===== src/rtl/conv_rlt_collect_pkg.sv =====
// Shared types and default geometry for the convolution result collector.
// The FIFO entry layout is {data,row,col}, with the window sum in the upper bits.
package conv_pkg;

  typedef enum logic [1:0] {
    IDLE  = 2'd0,
    ACCUM = 2'd1,
    FLUSH = 2'd2,
    DONE  = 2'd3
  } state_e;

  localparam int DEF_WEIGHT_WIDTH  = 2;
  localparam int DEF_WEIGHT_HEIGHT = 2;
  localparam int DEF_RESULT_WIDTH  = 3;
  localparam int DEF_RESULT_HEIGHT = 3;
  localparam int DEF_BITWIDTH      = 3;
  localparam int DEF_ACC_WIDTH     = 2 * DEF_BITWIDTH + 4;
  localparam int DEF_FIFO_DEPTH    = 4;

  localparam int TAPS = DEF_WEIGHT_WIDTH * DEF_WEIGHT_HEIGHT;
  localparam int NRES = DEF_RESULT_WIDTH * DEF_RESULT_HEIGHT;

  typedef struct packed {
    logic signed [DEF_ACC_WIDTH-1:0] data;
    logic [3:0]                      row;
    logic [3:0]                      col;
  } fifo_entry_t;

endpackage


===== src/rtl/conv_rlt_fifo.sv =====
// Synchronous FIFO for tagged window results, with a synchronous clear that drops its contents.
module conv_rlt_fifo #(
  parameter int width = 18,
  parameter int depth = 4
) (
  input  logic             clk_en,
  input  logic             rst_n,
  input  logic             clear,
  input  logic             push,
  input  logic [width-1:0] wdata,
  input  logic             pop,
  output logic [width-1:0] rdata,
  output logic             full,
  output logic             empty
);

  localparam int AW = $clog2(depth);

  logic [width-1:0] mem_q [depth];
  logic [AW:0]      wr_ptr_q, rd_ptr_q;
  logic             do_push, do_pop;

  assign empty   = (wr_ptr_q == rd_ptr_q);
  assign full    = (wr_ptr_q[AW] != rd_ptr_q[AW]) && (wr_ptr_q[AW-1:0] == rd_ptr_q[AW-1:0]);
  assign do_push = push & ~full;
  assign do_pop  = pop & ~empty;
  assign rdata   = mem_q[rd_ptr_q[AW-1:0]];

  always_ff @(posedge clk_en) begin
    if (!rst_n) begin
      wr_ptr_q <= '0;
      rd_ptr_q <= '0;
      for (int unsigned i = 0; i < depth; i++) mem_q[i] <= '0;
    end else if (clear) begin
      wr_ptr_q <= '0;
      rd_ptr_q <= '0;
    end else begin
      if (do_push) begin
        mem_q[wr_ptr_q[AW-1:0]] <= wdata;
        wr_ptr_q                <= wr_ptr_q + (AW+1)'(1);
      end
      if (do_pop) rd_ptr_q <= rd_ptr_q + (AW+1)'(1);
    end
  end

endmodule


===== src/rtl/conv_rlt_collect.sv =====
// Multiply-accumulates kernel taps per output window, tags each sum with its raster
// position and hands it to the result writer through a small FIFO.
module conv_rlt_collect
  import conv_pkg::*;
#(
  parameter int weight_width  = DEF_WEIGHT_WIDTH,
  parameter int weight_height = DEF_WEIGHT_HEIGHT,
  parameter int result_width  = DEF_RESULT_WIDTH,
  parameter int result_height = DEF_RESULT_HEIGHT,
  parameter int bitwidth      = DEF_BITWIDTH,
  parameter int acc_width     = 2 * bitwidth + 4,
  parameter int fifo_depth    = DEF_FIFO_DEPTH
) (
  input  logic                 clk_en,
  input  logic                 rst_n,
  input  logic                 conv_on,
  input  logic                 tap_valid,
  output logic                 tap_ready,
  input  logic [bitwidth-1:0]  tap_pix,
  input  logic [bitwidth-1:0]  tap_wgt,
  input  logic                 tap_last,
  output logic                 out_valid,
  input  logic                 out_ready,
  output logic [acc_width-1:0] out_data,
  output logic [3:0]           out_row,
  output logic [3:0]           out_col,
  output logic                 done,
  output logic                 err
);

  localparam int taps = weight_width * weight_height;
  localparam int TCW  = (taps > 1) ? $clog2(taps) : 1;
  localparam int FW   = acc_width + 8;

  state_e                 state_q, state_d;
  logic signed [acc_width-1:0] acc_q, acc_d, prod_ext, sum;
  logic [TCW-1:0]         tap_cnt_q, tap_cnt_d;
  logic [3:0]             row_q, row_d, col_q, col_d;
  logic                   err_q, err_d;

  logic signed [2*bitwidth-1:0] pix_ext, wgt_ext, prod;
  logic                   tap_fire, last_tap, push, last_res;
  logic                   fifo_full, fifo_empty;
  logic [FW-1:0]          fifo_rdata;

  assign pix_ext  = {{bitwidth{tap_pix[bitwidth-1]}}, tap_pix};
  assign wgt_ext  = {{bitwidth{tap_wgt[bitwidth-1]}}, tap_wgt};
  assign prod     = pix_ext * wgt_ext;
  assign prod_ext = {{(acc_width-2*bitwidth){prod[2*bitwidth-1]}}, prod};
  assign sum      = acc_q + prod_ext;

  assign tap_ready = (state_q == ACCUM) & ~fifo_full;
  assign tap_fire  = tap_valid & tap_ready;
  assign last_tap  = (tap_cnt_q == TCW'(taps - 1));
  assign push      = tap_fire & last_tap;
  assign last_res  = (row_q == 4'(result_height - 1)) && (col_q == 4'(result_width - 1));

  always_comb begin
    state_d = state_q;
    unique case (state_q)
      IDLE:  if (conv_on) state_d = ACCUM;
      ACCUM: if (push && last_res) state_d = FLUSH;
      FLUSH: if (fifo_empty) state_d = DONE;
      DONE:  state_d = DONE;
      default: state_d = IDLE;
    endcase
    if (!conv_on) state_d = IDLE;
  end

  always_comb begin
    acc_d     = acc_q;
    tap_cnt_d = tap_cnt_q;
    row_d     = row_q;
    col_d     = col_q;
    err_d     = err_q;
    if (tap_fire) begin
      // Window framing follows tap_cnt alone; tap_last only feeds the sticky error.
      if (tap_last != last_tap) err_d = 1'b1;
      if (last_tap) begin
        acc_d     = '0;
        tap_cnt_d = '0;
        if (col_q == 4'(result_width - 1)) begin
          col_d = '0;
          row_d = row_q + 4'd1;
        end else begin
          col_d = col_q + 4'd1;
        end
      end else begin
        acc_d     = sum;
        tap_cnt_d = tap_cnt_q + TCW'(1);
      end
    end
    if (!conv_on) begin
      acc_d     = '0;
      tap_cnt_d = '0;
      row_d     = '0;
      col_d     = '0;
      err_d     = 1'b0;
    end
  end

  always_ff @(posedge clk_en) begin
    if (!rst_n) begin
      state_q   <= IDLE;
      acc_q     <= '0;
      tap_cnt_q <= '0;
      row_q     <= '0;
      col_q     <= '0;
      err_q     <= 1'b0;
    end else begin
      state_q   <= state_d;
      acc_q     <= acc_d;
      tap_cnt_q <= tap_cnt_d;
      row_q     <= row_d;
      col_q     <= col_d;
      err_q     <= err_d;
    end
  end

  conv_rlt_fifo #(
    .width(FW),
    .depth(fifo_depth)
  ) u_fifo (
    .clk_en(clk_en),
    .rst_n (rst_n),
    .clear (~conv_on),
    .push  (push),
    .wdata ({sum, row_q, col_q}),
    .pop   (out_valid & out_ready),
    .rdata (fifo_rdata),
    .full  (fifo_full),
    .empty (fifo_empty)
  );

  assign out_valid = ~fifo_empty;
  assign out_data  = fifo_rdata[FW-1:8];
  assign out_row   = fifo_rdata[7:4];
  assign out_col   = fifo_rdata[3:0];
  assign done      = (state_q == DONE);
  assign err       = err_q;

endmodule


===== config.mk =====
export PLATFORM = sky130hd
export DESIGN_NAME = conv_rlt_collect
export DESIGN_NICKNAME = d
export VERILOG_FILES = /design/src/rtl/conv_rlt_collect_pkg.sv /design/src/rtl/conv_rlt_fifo.sv /design/src/rtl/conv_rlt_collect.sv
export SDC_FILE = /design/constraint.sdc
export NUM_CORES = 1
export LEC_CHECK = 0
export CAP_MARGIN = 20
export CORE_AREA = 2 2 86 105
export CTS_CLUSTER_DIAMETER = 40
export DETAILED_ROUTE_END_ITERATION = 12
export DIE_AREA = 0 0 88 107
export GPL_TIMING_DRIVEN = 0
export HOLD_SLACK_MARGIN = 0.1
export PLACE_DENSITY = 0.84
export SETUP_SLACK_MARGIN = 0.15
export SLEW_MARGIN = 20
export SYNTH_ARGS = -nofsm -noshare
export SYNTH_HDL_FRONTEND = slang
export SYNTH_SLANG_ARGS = --single-unit

===== constraint.sdc =====
create_clock -name clk_en -period 6.5 [get_ports clk_en]
set_clock_uncertainty 0.05 [all_clocks]
set_input_delay 1.3 -clock clk_en [delete_from_list [all_inputs] [get_ports clk_en]]
set_output_delay 1.3 -clock clk_en [all_outputs]
set_load 0.01 [all_outputs]

==> reports/qor.csv <==
stage,metric,value,unit
place,post-DP HPWL,7550,µm
worst_setup_path,critical path's slowest cell,fa_1,
worst_setup_path,Worst EP arrival,5.28,ns
global_route,total grt overflow,0,
floorplanning,die area,9420,µm²
place,I/O Buffers,33,
synth,Post-synth EDFFs,72,
synth,Post-Syn Area per Cell,12.3,µm²
timing,Final Max Slew Viols,0,
route,drt total wl,10400,µm
global_route,overall routing resource usage,0.243,
layout,fill cell count,573,
cts,hold_buf cts,0,
floorplanning,Initial Util,0.627,
timing,Worst Max-Slew Pin Slew,0.932,ns
cts,Worst-path clk slew,0.09,ns
synth,Synth Warn #,0,
worst_setup_path,critical path type,in2reg,
route,Via density,5.71,
worst_setup_path,CP required,6.56,ns
global_route,initial antenna violation count,0,
layout,area of the multi-input gates,2280,µm²
place,dpl ws,0.899,ns
synth,ys async rst share,0,
cts,# resized after CTS,0,
layout,most frequent cells in the layout,"edfxtp_1 (72), nor2_1 (51), and2_1 (38)",
route,DRC violations left,0,
cts,postcts setup bufs,0,
synth,Syn Std Cell Area,5250,µm²
timing,RSZ-0062 raised after global routing,false,
worst_setup_path,crit-path most repeated cell,fa_1,
worst_setup_path,CP max stage delay,0.52,ns
timing,fmax,191,MHz
synth,Post-synth top flop,edfxtp_1,
worst_setup_path,critical-path cell list,clkdlybuf4s50_1 > nand2_1 > fa_1 > fa_1 > inv_1 > fa_1 > ha_1 > fa_1 > a211oi_1 > nor4b_1 > nor4_2 > nor2_1,
layout,final net count,520,
layout,"commonest non-fill, non-tap cell in the layout",edfxtp_1,
layout,antenna cells,0,
global_route,largest net degree at the start of global routing,19,
place,GP Congestion,0.794,
route,DRT Pass-1 Iters,5,
timing,Slew HR,0.377,
timing,post-route setup TNS,0,ns
route,via count,3395,
layout,Reg area,2780,µm²
worst_setup_path,crit path launch type,input port,
cts,total CTS buffers,9,
timing,minimum clock period,5.23,ns
floorplanning,Die Y-Extent,107,µm
worst_setup_path,Worst Path Max Fanout,5,
pwr,NetSw,312,µW
floorplanning,Die Wd,88,µm
route,routed len/inst,17.5,µm
outcome,status,finished clean,
worst_setup_path,CP top delay family,adder cells,
layout,Post-Layout Cell Count,595,
timing,final period utilization,0.804,
cts,htree depth,3,
layout,P&R area growth vs syn,12.6,%
timing,# setup viols final,0,
pwr,Sequential Power Share,0.574,
cts,clock sinks,103,
pwr,pwr dens,213,nW/µm²
timing,WHS,0.437,ns
floorplanning,core area,8380,µm²
floorplanning,Rows,37,
pwr,Comb power frac,0.137,
cts,clock tree root driver cell,clkbuf_8,
timing,Final Hold Viols,0,
timing,Final WS setup,1.27,ns
layout,layout cells sized above 1,0.105,
synth,post-synth cell types,51,
synth,"FF+latch count, synth",103,
synth,syn nets,475,
route,post-route ant nets,0,
pwr,Leak Pwr,0.00227,µW
global_route,vias in the first global route,3524,
job,Max-cap violations,0,
pwr,Peak supply drop,0.118,mV
worst_setup_path,Critical Path Sink Type,flip-flop,
worst_setup_path,crit path buf inv count,2,
cts,CTS tree,built,
cts,CTS max path bufs,2,
place,placed cells,579,
floorplanning,I/O Pins,34,
min_path,Hold WC Path Type,reg2reg,
synth,post-synthesis sequential area ratio,0.530,
pwr,total internal power,949,µW
pwr,clock power share,0.289,
route,initial drt markers,229,
synth,post-synthesis instance total,428,
pwr,switch share,0.248,
global_route,global-route wire length before repair,17000,µm
cts,Clock Latency Late Sink,0.37,ns
cell usage after synthesis (8+ instances only):
| cell type | instances | area share |
|---|---|---|
| a21oi_1 | 20 | 0.019 |
| and2_1 | 38 | 0.045 |
| and3_1 | 11 | 0.013 |
| clkbuf_1 | 9 | 0.0064 |
| dfxtp_1 | 31 | 0.12 |
| edfxtp_1 | 72 | 0.41 |
| fa_1 | 10 | 0.038 |
| ha_1 | 25 | 0.060 |
| inv_1 | 21 | 0.015 |
| mux4_2 | 18 | 0.077 |
| nand2_1 | 20 | 0.014 |
| nand3_1 | 8 | 0.0076 |
| nor2_1 | 51 | 0.036 |
| xnor2_1 | 12 | 0.020 |
| xor2_1 | 12 | 0.020 |
final cells by class:
| type | instances | share of cell area |
|---|---|---|
| timing repair buffer | 34 | 0.0578 |
| tap | 117 | 0.0248 |
| clock buffer | 15 | 0.0281 |
| sequential | 103 | 0.471 |
| buffer | 22 | 0.0193 |
| inverter | 21 | 0.0133 |
| clock inverter | 1 | 0.000635 |
| multi-input combinational | 282 | 0.386 |
logic make-up (layout without fill, tap and decap cells):
kind of cell,count (synthesis),in the layout,synth area share
xor gates and xnor gates,24,24,0.0400
muxes,19,19,0.0791
AOI/OAI and AO/OA,45,45,0.0546
and+or+nand+nor,159,159,0.162
DFF,103,103,0.530
buffers and inverters,43,93,0.0367
adders and majority gates,35,35,0.0977
layer usage:
layer / up-vias / wire [µm] / GRT usage
met2: 96 / 5550 / 0.418
met3: 13 / 506 / 0.0477
met5: - / 0 / 0
met1: 1679 / 4160 / 0.303
li1: 1607 / - / -
met4: 0 / 180 / 0.0846
path summary, 6_finish.rpt:
kind                    startpoint                           endpoint  slack, ns  cells after the start
max reg2reg  acc_q[1]$_SDFFE_PN0N_  u_fifo.mem_q[0][16]$_SDFFCE_PN0P_       3.40                      8
min reg2reg  acc_q[5]$_SDFFE_PN0N_              acc_q[5]$_SDFFE_PN0N_       0.44                      2
max                     tap_wgt[0]  u_fifo.mem_q[0][16]$_SDFFCE_PN0P_       1.27                     12
min          acc_q[5]$_SDFFE_PN0N_              acc_q[5]$_SDFFE_PN0N_       0.44                      2
flip-flops by register name (all words and copies together), names as in the netlist, named ones only:
signal	flops
col_q	4
u_fifo.rd_ptr_q	3
row_q	4
tap_cnt_q	2
state_q	2
u_fifo.wr_ptr_q	3
u_fifo.mem_q	72
err	1
acc_q	10
power groups by stage:
stage,clock network (µW),logic [µW],registers (µW)
4_1_cts,368,174,725
3_5_place_dp,0,171,740
3_3_place_gp,0,162,738
5_1_grt,395,193,726
6_report,365,172,725
2_1_floorplan,0,117,737
through the flow:
stage           util  power, µW  area (µm²)
2_1_floorplan      -        854        5250
3_3_place_gp   0.684        901        5730
3_5_place_dp   0.685        911        5740
4_1_cts        0.706       1270        5910
5_1_grt        0.706       1310        5910
6_report       0.706       1260        5910
worst reg2reg max path: stages, from the launching register on:
cell and delay (ns):
dfxtp_1 0.33, ha_1 0.23, fa_1 0.46, ha_1 0.28, fa_1 0.44, a211oi_1 0.34, nor4b_1 0.12, nor4_2 0.50
nor2_1 0.11
Note: power is estimated with default switching activity, not from simulation.
